### config.mk
export PLATFORM = sky130hd
export DESIGN_NAME = jtcop_obj_dma_flat
export DESIGN_NICKNAME = d
export VERILOG_FILES = /design/src/rtl/jtcop_obj_dma_if.sv /design/src/rtl/jtcop_obj_dma.sv /design/src/flat_wrapper.sv
export SDC_FILE = /design/constraint.sdc
export NUM_CORES = 1
export LEC_CHECK = 0
export CAP_MARGIN = 20
export CORE_AREA = 2 2 64 66
export DETAILED_ROUTE_END_ITERATION = 10
export DIE_AREA = 0 0 66 68
export PLACE_DENSITY_LB_ADDON = 0.08
export SYNTH_ARGS = -nofsm -noshare
export SYNTH_HDL_FRONTEND = slang
export SYNTH_SLANG_ARGS = --single-unit
### constraint.sdc
create_clock -name clk -period 2.6 [get_ports clk]
set_input_delay 0.78 -clock clk [delete_from_list [all_inputs] [get_ports clk]]
set_output_delay 0.78 -clock clk [all_outputs]
set_load 0.02 [all_outputs]
### src/rtl/jtcop_obj_dma_if.sv
// jtcop_obj_dma_if
// Bus bundle between the object DMA controller and its surroundings.
//   obj_copy    CPU write strobe to the *DM register (level, edge detected in the DMA)
//   cpu_obj_cs  CPU owns the object RAM read port this cycle
//   cpu_addr    CPU word address into object RAM
//   ram_addr    object RAM read address (muxed CPU / DMA)
//   ram_dout    object RAM read data, one clock after ram_addr
//   buf_addr    double buffer write address {bank being written, word}
//   buf_din     double buffer write data
//   buf_we      double buffer write enable
//   bank        bank currently shown to the object engine
//   busy        copy in progress (or queued)
//   done        one clock pulse when a copy completes and banks flip
// Modport master is the DMA controller, slave is the environment.
interface jtcop_obj_dma_if #(
    parameter int AW = 10,
    parameter int DW = 16
);
    logic          obj_copy;
    logic          cpu_obj_cs;
    logic [AW-1:0] cpu_addr;
    logic [AW-1:0] ram_addr;
    logic [DW-1:0] ram_dout;
    logic [AW:0]   buf_addr;
    logic [DW-1:0] buf_din;
    logic          buf_we;
    logic          bank;
    logic          busy;
    logic          done;

    modport master (
        input  obj_copy, cpu_obj_cs, cpu_addr, ram_dout,
        output ram_addr, buf_addr, buf_din, buf_we, bank, busy, done
    );

    modport slave (
        output obj_copy, cpu_obj_cs, cpu_addr, ram_dout,
        input  ram_addr, buf_addr, buf_din, buf_we, bank, busy, done
    );
endinterface

### src/rtl/jtcop_obj_dma.sv
// jtcop_obj_dma
// Object DMA controller. A rising edge on obj_copy copies the whole object RAM
// (2^AW words) into the inactive bank of a double-buffered object table, then flips
// the bank shown to the object engine. The CPU has absolute priority on the object
// RAM read port; the DMA simply stalls while cpu_obj_cs is high.
// Ports:
//   clk   system clock
//   rstn  synchronous reset, active low
//   bus   jtcop_obj_dma_if.master (request, CPU/RAM read port, buffer write port,
//         bank/busy/done status)
module jtcop_obj_dma #(
    parameter int AW = 10,
    parameter int DW = 16
) (
    input  logic           clk,
    input  logic           rstn,
    jtcop_obj_dma_if.master bus
);

    typedef enum logic [1:0] {IDLE, COPY, FLUSH, DONE} state_t;

    state_t        state, state_nx;
    logic [AW-1:0] cnt, cnt_nx;
    logic          pending, pending_nx;
    logic          busy, busy_nx;
    logic          bank, bank_nx;
    logic          vld_nx;
    logic          obj_copy_l;
    logic          req;
    logic          issue;

    logic          vld_p1;
    logic [AW-1:0] rd_a_p1;

    assign req   = bus.obj_copy & ~obj_copy_l;
    // A read is issued only when the CPU leaves the port free.
    assign issue = (state == COPY) & ~bus.cpu_obj_cs;

    always_ff @(posedge clk) begin
        if (!rstn) begin
            state      <= IDLE;
            cnt        <= '0;
            pending    <= 1'b0;
            busy       <= 1'b0;
            bank       <= 1'b0;
            vld_p1     <= 1'b0;
            obj_copy_l <= 1'b0;
        end else begin
            state      <= state_nx;
            cnt        <= cnt_nx;
            pending    <= pending_nx;
            busy       <= busy_nx;
            bank       <= bank_nx;
            vld_p1     <= vld_nx;
            obj_copy_l <= bus.obj_copy;
        end
    end

    // ---- stage p1: address of the word whose data arrives from RAM this clock
    always_ff @(posedge clk) begin
        if (issue) rd_a_p1 <= cnt;
    end

    always_comb begin
        state_nx   = state;
        cnt_nx     = cnt;
        pending_nx = pending;
        busy_nx    = busy;
        bank_nx    = bank;
        vld_nx     = 1'b0;
        case (state)
            IDLE: begin
                if (req) begin
                    state_nx = COPY;
                    cnt_nx   = '0;
                    busy_nx  = 1'b1;
                end
            end
            COPY: begin
                if (req) pending_nx = 1'b1;
                if (issue) begin
                    cnt_nx = cnt + 1'b1;
                    vld_nx = 1'b1;
                    if (cnt == '1) state_nx = FLUSH;
                end
            end
            FLUSH: begin
                if (req) pending_nx = 1'b1;
                state_nx = DONE;
            end
            DONE: begin
                bank_nx = ~bank;
                // A request landing on the DONE clock counts as queued.
                if (pending || req) begin
                    pending_nx = 1'b0;
                    state_nx   = COPY;
                    cnt_nx     = '0;
                end else begin
                    busy_nx  = 1'b0;
                    state_nx = IDLE;
                end
            end
            default: state_nx = IDLE;
        endcase
    end

    assign bus.ram_addr = issue ? cnt : bus.cpu_addr;

    // ---- stage p2: buffer write of the word read in p1, always into the hidden bank
    assign bus.buf_we   = vld_p1;
    assign bus.buf_addr = {~bank, rd_a_p1};
    assign bus.buf_din  = bus.ram_dout;

    assign bus.bank = bank;
    assign bus.busy = busy;
    assign bus.done = (state == DONE);

endmodule
### src/flat_wrapper.sv
// flat-port wrapper written by rule: the top's interface ports become plain ports
module jtcop_obj_dma_flat 
#(
    parameter int AW = 10,
    parameter int DW = 16
)
  (clk, rstn, bus_obj_copy, bus_cpu_obj_cs, bus_cpu_addr, bus_ram_dout, bus_ram_addr, bus_buf_addr, bus_buf_din, bus_buf_we, bus_bank, bus_busy, bus_done);
  jtcop_obj_dma_if #(.AW(AW), .DW(DW)) bus_i ();
  input  logic clk;
  input  logic rstn;
  input wire logic [$bits(bus_i.obj_copy)-1:0] bus_obj_copy;
  input wire logic [$bits(bus_i.cpu_obj_cs)-1:0] bus_cpu_obj_cs;
  input wire logic [$bits(bus_i.cpu_addr)-1:0] bus_cpu_addr;
  input wire logic [$bits(bus_i.ram_dout)-1:0] bus_ram_dout;
  output wire logic [$bits(bus_i.ram_addr)-1:0] bus_ram_addr;
  output wire logic [$bits(bus_i.buf_addr)-1:0] bus_buf_addr;
  output wire logic [$bits(bus_i.buf_din)-1:0] bus_buf_din;
  output wire logic [$bits(bus_i.buf_we)-1:0] bus_buf_we;
  output wire logic [$bits(bus_i.bank)-1:0] bus_bank;
  output wire logic [$bits(bus_i.busy)-1:0] bus_busy;
  output wire logic [$bits(bus_i.done)-1:0] bus_done;
  assign bus_i.obj_copy = bus_obj_copy;
  assign bus_i.cpu_obj_cs = bus_cpu_obj_cs;
  assign bus_i.cpu_addr = bus_cpu_addr;
  assign bus_i.ram_dout = bus_ram_dout;
  assign bus_ram_addr = bus_i.ram_addr;
  assign bus_buf_addr = bus_i.buf_addr;
  assign bus_buf_din = bus_i.buf_din;
  assign bus_buf_we = bus_i.buf_we;
  assign bus_bank = bus_i.bank;
  assign bus_busy = bus_i.busy;
  assign bus_done = bus_i.done;
  jtcop_obj_dma #(.AW(AW), .DW(DW)) u_core (.clk(clk), .rstn(rstn), .bus(bus_i));
endmodule
# After elaboration in Yosys (flattened, before gate mapping)
# Index checks and enable logic that the tools add are counted.
dict set report word_totals {
  mem_count 0
  ram_bits 0
  latchBits 0
  rom_bits 0
  regBits 27
}
dict set report classes {
  bitwise_logic 5
  addsub 1
  n_reduce_logical 11
  muxes 16
  magnitude_cmp 0
  eq_ne 10
  multipliers 0
  n_shift 0
  div_mod_pow 0
}
# op n
set op_table {}
lappend op_table {{two-way mux 10 bit} 4}
lappend op_table {{case mux 10 bit (3 select lines)} 1}
lappend op_table {{adder 10 x 1 -> 10 bit, second input constant} 1}
lappend op_table {{equality test 10 bit, second input constant} 1}
lappend op_table {{AND reduction 3 bit} 3}
lappend op_table {{inequality test 2 x 1 -> 1 bit, second input constant} 4}
lappend op_table {{case mux 2 bit (4 select lines)} 1}
lappend op_table {{two-way mux 2 bit} 3}
lappend op_table {{two-way mux 1 bit} 5}
lappend op_table {{equality test 2 bit, second input constant} 2}
lappend op_table {{inequality test 2 bit, second input constant} 2}
lappend op_table {{case mux 1 bit (2 select lines)} 2}
lappend op_table {{AND reduction 4 bit} 1}
lappend op_table {{nonzero test 2 bit} 2}
lappend op_table {{inverter 1 bit} 3}
lappend op_table {{nonzero test 3 bit} 1}
lappend op_table {{AND 1 bit} 2}
lappend op_table {{equality test 2 x 1 -> 1 bit, second input constant} 1}
lappend op_table {{zero test 2 bit} 1}
lappend op_table {{AND reduction 2 bit} 1}
lappend op_table {{OR reduction 2 bit} 1}
lappend op_table {{logical OR 1 bit} 1}

# Longest topological paths before layout
# Gate-level depths: netlist of run 1.
dict set report logic_depth {
  ltp_word 5
  depth_mapped 7
  depth_no_buf 6
}

# Least setup slack after synthesis of run 1
# OpenSTA, ideal clock, no wires.
dict set report synth_timing {
  path_type {in2out}
  startpoint {in bus_cpu_obj_cs}
  endpoint {out bus_ram_addr[8]}
  path_buffers 1
  arrival_time_ns 1.657
  cell_stages 3
  path_slack_ns 0.163
  path_cell_list {nand2b_1 buf_2 o21ai_0}
}
dict set report synth_via {
  elab_chain_len 3
}
# item line
set synth_lines {}
lappend synth_lines {{from (decl)} flat_wrapper.sv:12} ;# input wire logic [$bits(bus_i.cpu_obj_cs)-1:0] bus_cpu_obj_cs;
lappend synth_lines {{inverter 1 bit} jtcop_obj_dma.sv:37} ;# assign issue = (state == COPY) & ~bus.cpu_obj_cs;
lappend synth_lines {{AND 1 bit} jtcop_obj_dma.sv:37}
lappend synth_lines {{two-way mux 10 bit} jtcop_obj_dma.sv:107} ;# assign bus.ram_addr = issue ? cnt : bus.cpu_addr;
lappend synth_lines {{to (decl)} flat_wrapper.sv:15} ;# output wire logic [$bits(bus_i.ram_addr)-1:0] bus_ram_addr;
# Every way passes these cells.

# Final worst setup path of run 1
dict set report layout_timing {
  startpoint {in bus_cpu_obj_cs}
  endpoint {out bus_ram_addr[0]}
}
# The elaborated chain is that of the path after synthesis.

==> qor.txt, run 1 <==
status -> completed
post-synthesis mux area share -> 0.0757
estimated wirelength of the detail-placed design -> 2450 um
clock root cell -> clkbuf_8
Lkg Pwr -> 0.700 nW
# port buffers -> 38
crit end category -> primary output
vias per cell -> 5.10
final wirelength -> 3200 um
placed cell area -> 1850 um^2
Final Max Slew Viols -> 0
Mapped Cells -> 147
Clock power frac -> 0.153
Max clock buf depth -> 2
Post-Synth Adder-Cell Area -> 0.0511
die width -> 66 um
critical-path maximum fanout -> 4
Tightest Pin Transition -> 624 ps
CP Data Required Time -> 1820 ps
Inserted Clock Buffers -> 3
drt wl/cell -> 14.0 um
DRT iter0 DRCs -> 62
H-tree Lvls -> 1
clock slew at reported path FFs -> 90 ps
first-pass GRT wire length -> 5080 um
HP Class -> flop to flop
IO Pins -> 71
synthesized area per cell -> 10.0 um^2
Die Area -> 4490 um^2
Final min period -> 2550 ps
Final Hold Vio Count -> 0
xor/xnor cell area share of the yosys netlist -> 0.00596
diode count -> 0
initial antenna violation count -> 0
Core Area -> 3860 um^2
num rows -> 23
period utilisation layout -> 0.981
Post-synth EDFFs -> 10
Layout area overhead -> 26.5%
hold bufs inserted after CTS -> 0
ys async rst share -> 0
Max Clk Rate -> 0.392 GHz
Logic pwr share -> 0.480
clock latency on the worst-skew pair -> 260 ps
largest family of logic cells by synthesized area -> simple AND/OR/NAND/NOR gates
GRT overflow -> 0
Pwr Density -> 821 nW/um^2
crit path DAT -> 1770 ps
Max-Cap Viols -> 0
P_int -> 0.000951 W
antenna-violating nets left -> 0
layout cells sized above 1 -> 0.213
largest net degree at the start of global routing -> 17
final instance area -> 1860 um^2
Synth Area in Compound Gates -> 0.144
Sequential Power Share -> 0.367
Starting Density -> 0.381
slew margin rel. -> 0.584
syn_nets -> 183
RSZ-0062 raised after global routing -> no
Nets -> 215
First-pass DRT Iterations -> 4
worst setup path class -> input pin to primary output
via count -> 1163
most common flop cell mapped by yosys -> dfxtp_1
simple-gate portion of the synthesized area -> 0.170
Die H -> 68 um
TritonCTS clock tree -> done
RD Place Congestion -> 0.763
DRC Markers -> 0
Sw Ratio -> 0.377
Setup Fix Bufs, Post-CTS -> 0
Syn Std Cell Area -> 1470 um^2
TritonCTS Sinks -> 27
number of global-route vias before repair -> 1081
Hold WS -> 494 ps
Post-Route Utilization -> 0.482
sequential area share after synthesis -> 0.436
Yosys warnings -> 0
net load switching power -> 0.000576 W
GRT Resource Usage Total -> 0.145
setup TNS -> 0 ps
maximum vdd ir drop -> 0.000387 V
Yosys reg bits -> 27
Clock Skew -> 1.45 ps
final setup fails -> 0
critical path startpoint category -> input pin
unique cell type count in the Yosys netlist -> 36
[area by class of cell]
cell class,count,area (um^2)
fill,385,2000
multi-input combinational,91,664
sequential,27,641
timing repair buffer,47,412
tap,50,62.6
clock buffer,3,41.3
inverter,9,33.8
clock inverter,1,5.00
[per-stage QoR]
stage / power [W] / std cells / worst slack [ps]
6_report: 0.00153 / 228 / 48.1
5_1_grt: 0.00163 / 228 / 8.12
4_1_cts: 0.00154 / 228 / 0.991
3_5_place_dp: 0.00132 / 224 / -651
3_3_place_gp: 0.00130 / 224 / -608
2_1_floorplan: 0.00105 / 147 / 163
[cells in the mapped netlist (3+ instances only)]
| master | n | share of area |
|---|---|---|
| o21ai_0 | 9 | 0.031 |
| or3_1 | 4 | 0.017 |
| ha_1 | 6 | 0.051 |
| nor2_1 | 7 | 0.018 |
| or4_1 | 4 | 0.020 |
| buf_4 | 16 | 0.082 |
| inv_1 | 9 | 0.023 |
| edfxtp_1 | 10 | 0.20 |
| mux2_2 | 9 | 0.069 |
| buf_2 | 3 | 0.010 |
| nand2b_1 | 3 | 0.013 |
| nand4_1 | 4 | 0.017 |
| o31ai_1 | 4 | 0.020 |
| dfxtp_1 | 17 | 0.23 |
| a21oi_1 | 12 | 0.041 |
| nand2_1 | 8 | 0.020 |
[power by group through the flow]
stage | sequential [W] | clock (W) | combinational, W
detailed placement | 0.000571 | 0 | 0.000749
floorplan | 0.000615 | 0 | 0.000432
finish | 0.000560 | 0.000234 | 0.000732
global route | 0.000571 | 0.000257 | 0.000801
CTS | 0.000562 | 0.000243 | 0.000737
global placement | 0.000567 | 0 | 0.000731
[sequential cells by signal, indices dropped and copies added, names as in the netlist]
register           flops
u_core.bus.bank        1
u_core.bus.buf_we      1
u_core.bus.busy        1
u_core.cnt            10
u_core.obj_copy_l      1
u_core.pending         1
u_core.rd_a_p1        10
u_core.state           2
[cell families after synthesis]
| logic type | count (synthesis) |
|---|---|
| XOR/XNOR | 1 |
| multiplexers | 10 |
| buffers and inverters | 29 |
| AND/OR/NAND/NOR | 42 |
| flip-flops | 27 |
| AO/OA/AOI/OAI | 32 |
| adder cells (fa/ha/maj) | 6 |
[critical path, cell delays in order]
cell,delay [ps]
dlygate4sd2_1,220
nand2b_4,150
buf_4,140
mux2_2,330
buf_4,160
[layer usage]
layer  track usage  routed length [um]
met5             0                   0
met3        0.0280                 207
met4        0.0434                  46
met1         0.170                1360
met2         0.268                1590
[placed cells by master (no fill, tap or decap), types with 2 or more instances in the layout]
cell              n
a21oi_1          12
and2_1            2
buf_2             7
buf_4             9
clkbuf_2          2
clkbuf_8          3
clkdlybuf4s50_1  27
dfxtp_1          17
edfxtp_1         10
ha_1              6
inv_1             9
mux2_2            9
nand2_1           8
nand2b_1          2
nand3_1           2
nand4_1           4
nor2_1            7
o21ai_0           9
o31ai_1           4
or3_1             4
or4_1             4
[final timing paths]
kind	start	endpoint	slack [ps]	cells after the start
setup / recovery	bus_cpu_obj_cs	bus_ram_addr[0]	50	5
hold / removal	u_core.bus.busy	u_core.bus.busy	490	2
setup reg to reg	u_core.state[0]	u_core.cnt[8]	660	7
hold reg to reg	u_core.bus.busy	u_core.bus.busy	490	2
[timing repair]
| item | in CTS | in global routing |
|---|---|---|
| endpoints found under the setup margin | 10 | 2 |
| resized for setup | 37 | 6 |
| hold endpoints to repair | 0 | 0 |
Power figures use the tool's default switching activity.
==> run 2: changes to the inputs <==
CAP_MARGIN = 10   (was 20)
==> results of run 2 <==
Final layout, timing and power as in run 1 (identical DEF).
==> edit, RTL diff (flow settings as in run 1) <==
The 4 states of `state_t` get a one-hot encoding in 4 bits.
--- a/src/rtl/jtcop_obj_dma.sv
+++ b/src/rtl/jtcop_obj_dma.sv
@@ -18,5 +18,5 @@
 );
 
-    typedef enum logic [1:0] {IDLE, COPY, FLUSH, DONE} state_t;
+    typedef enum logic [3:0] {IDLE = 4'b0001, COPY = 4'b0010, FLUSH = 4'b0100, DONE = 4'b1000} state_t;
 
     state_t        state, state_nx;
Function: no difference found for any inputs over 10 cycles, from zero or initial values and one cycle with rstn low; not proved beyond that.
==> edit against run 1 <==
  * Setup slack gained 0.042 ns
  * Highest routed layer unchanged
  * Global-route usage rose by 3.9 points
  * Clock skew rose by 0.0027 ns
  * Sequential cell count grew 2
  * Die area stayed put
  * First-iteration DRC count fell by 35%
  * Routed wire length rose by 25%
  * Final area increased by 17%
  * Via count is 23% higher
  * Non-clock buffer count grew 12
  * Synthesized cell count grew 22%
  * Area after synthesis is 12% higher
Power is not compared: it rests on default switching activity, and its combinational part moved more than twofold at a synthesized area within 25%.
==> edit: results (changes against run 1) <==
stage	metric	value	unit	change
synthesis	Async S/R FF share, synth	0		unchanged
sta	Slew HR	0.687		+0.103
finish	nets	250		+16%
synthesis	synth top area cells	dfxtp_1 23%, edfxtp_1 18%, nand2_1 8.7%		
worst_hold_path	worst min-delay path class	reg2reg		
critical_path	Register-to-Register Path Depth	6		-1
critical_path	r2r setup slk	0.74	ns	+0.08 ns
critical_path	crit path DAT	1.73	ns	-0.04 ns
finish	fill count	373		-3.1%
synthesis	Post-Syn Nets	210		+15%
detailed_routing	post-DR wirelength/cell	14.8	um	+5.2%
outcome	status	finished clean		
detailed_routing	Vias/cell	5.31		+4.2%
critical_path	Crit Reg-Reg Endpoint	u_core.cnt[5]		
clock_network	Inserted Clock Buffers	5		+2
critical_path	Max stage delay on crit path	0.25	ns	-0.08 ns
global_route	Tot GR Track Use	0.184		+0.0388
clock_network	Clk Latency, worst-skew pair	0.27	ns	
detailed_routing	vias after detailed routing	1435		+23%
critical_path	R2R Path Start	u_core.state[2]		
finish	Largest regs	u_core.cnt (10), u_core.rd_a_p1 (10), u_core.state (4)		
detailed_routing	DRT iter0 DRCs	40		-35%
placed_design	placed instance count	259		+16%
sta	clk_skew	0.00420	ns	+0.00274 ns
finish	layout cells sized above 1	0.214		about the same
synthesis	ys flop type	dfxtp_1		
global_route	first-pass GRT wire length	6.47	mm	+27%
placed_design	placed wire-length estimate	2.93	mm	+19%
worst_hold_path	Hold Path Depth	2		unchanged
synthesis	Post-synth top cells	38 x nand2_1, 19 x dfxtp_1, 16 x buf_4		
placed_design	routability cong.	0.812		+6.4%
sta	final hold slack	0.506	ns	+0.0121 ns
critical_path	Max FO, Critical Path	8		+4
finish	Antenna diodes	0		unchanged
worst_hold_path	hold endpoint	u_core.bus.busy		
synthesis	Syn Area/Cell	9.18	um^2	-8.2%
synthesis	Synth cell types	46		+28%
clock_network	H-tree depth	2		+1
synthesis	sequential share of the synthesized area	0.414		-0.0214
critical_path	Worst path slowest cell	dlygate4sd2_1		
clock_network	number of buffers on the longest clock path	2		unchanged
global_route	largest net degree at the start of global routing	22		+5
synthesis	YS warnings	0		unchanged
clock_network	clock-pin slew on the worst setup and hold paths	0.06	ns	-0.03 ns
edit: cell types whose count changed in the layout (fill, tap and decap cells not counted), moves of 6 or more:
cell	change
nand4b_1	+7
nand2_1	+30
buf_4	+14
o21ai_0	-6
mux2_2	-9
edit: repair_timing:
action	CTS	global route
hold buffers	0	0
gates resized for setup	49	1
pin swaps	0	0
gates cloned	1	0
endpoints found under the setup margin	10	1
setup buffers	2	0
edit: how the worst max path moves through the flow:
| stage | startpoint | end | slack [ns] |
|---|---|---|---|
| after floorplan | bus_cpu_obj_cs | bus_ram_addr[0] | 0.13 |
| after global placement | bus_cpu_obj_cs | bus_ram_addr[7] | -0.52 |
| after detailed placement | bus_cpu_obj_cs | bus_ram_addr[7] | -0.55 |
| after CTS | u_core.state[3] | bus_done | 0.02 |
| after global routing | bus_cpu_obj_cs | bus_ram_addr[4] | 0.004 |
| final | bus_cpu_obj_cs | bus_ram_addr[4] | 0.09 |
edit: final cells by class:
class	count	area [um^2]	area share
clock buffers	6	72.6	0.0335
well taps	50	62.6	0.0289
repair buffers	59	543	0.251
multi-input cells	119	779	0.360
clock inverters	2	10.0	0.00462
inverters	5	18.8	0.00866
flip-flops and latches	29	681	0.314
edit: power by group:
group          switching [uW]  internal, uW
Sequential               3.35           471
Combinational            62.8          57.0
Clock                     159           185
edit: per-stage QoR:
stage          total power (uW)  TNS, ns  cell area (um^2)  setup slack, ns  utilization
4_1_cts                     948        0              2160           0.0180        0.561
2_1_floorplan               587        0              1640            0.125            -
3_3_place_gp                604    -5.22              2060           -0.525        0.535
6_report                    938        0              2170           0.0902        0.562
5_1_grt                     983        0              2170          0.00439        0.562
3_5_place_dp                607    -5.34              2060           -0.555        0.535
edit: layer usage:
layer / up-vias / track usage / routed length (um) / share of wire
li1: 714 / - / - / -
met1: 649 / 0.219 / 1700 / 0.43
met2: 62 / 0.332 / 1940 / 0.49
met3: 10 / 0.0493 / 303 / 0.076
met4: 0 / 0.0408 / 52 / 0.013
met5: - / 0 / 0 / 0
edit: critical path: cells and delay by family:
family | cells | cell delay, ns
AND/OR/NAND/NOR | 3 | 0.27
buffers and inverters | 4 | 0.67
edit: cell families after synthesis:
kind of cell,after synthesis,share of synthesized area
xor gates and xnor gates,2,0.0107
adders and majority gates,1,0.00761
buffers and inverters,31,0.114
AOI/OAI and AO/OA,31,0.149
muxes,6,0.0366
DFF,29,0.414
and+or+nand+nor,79,0.267
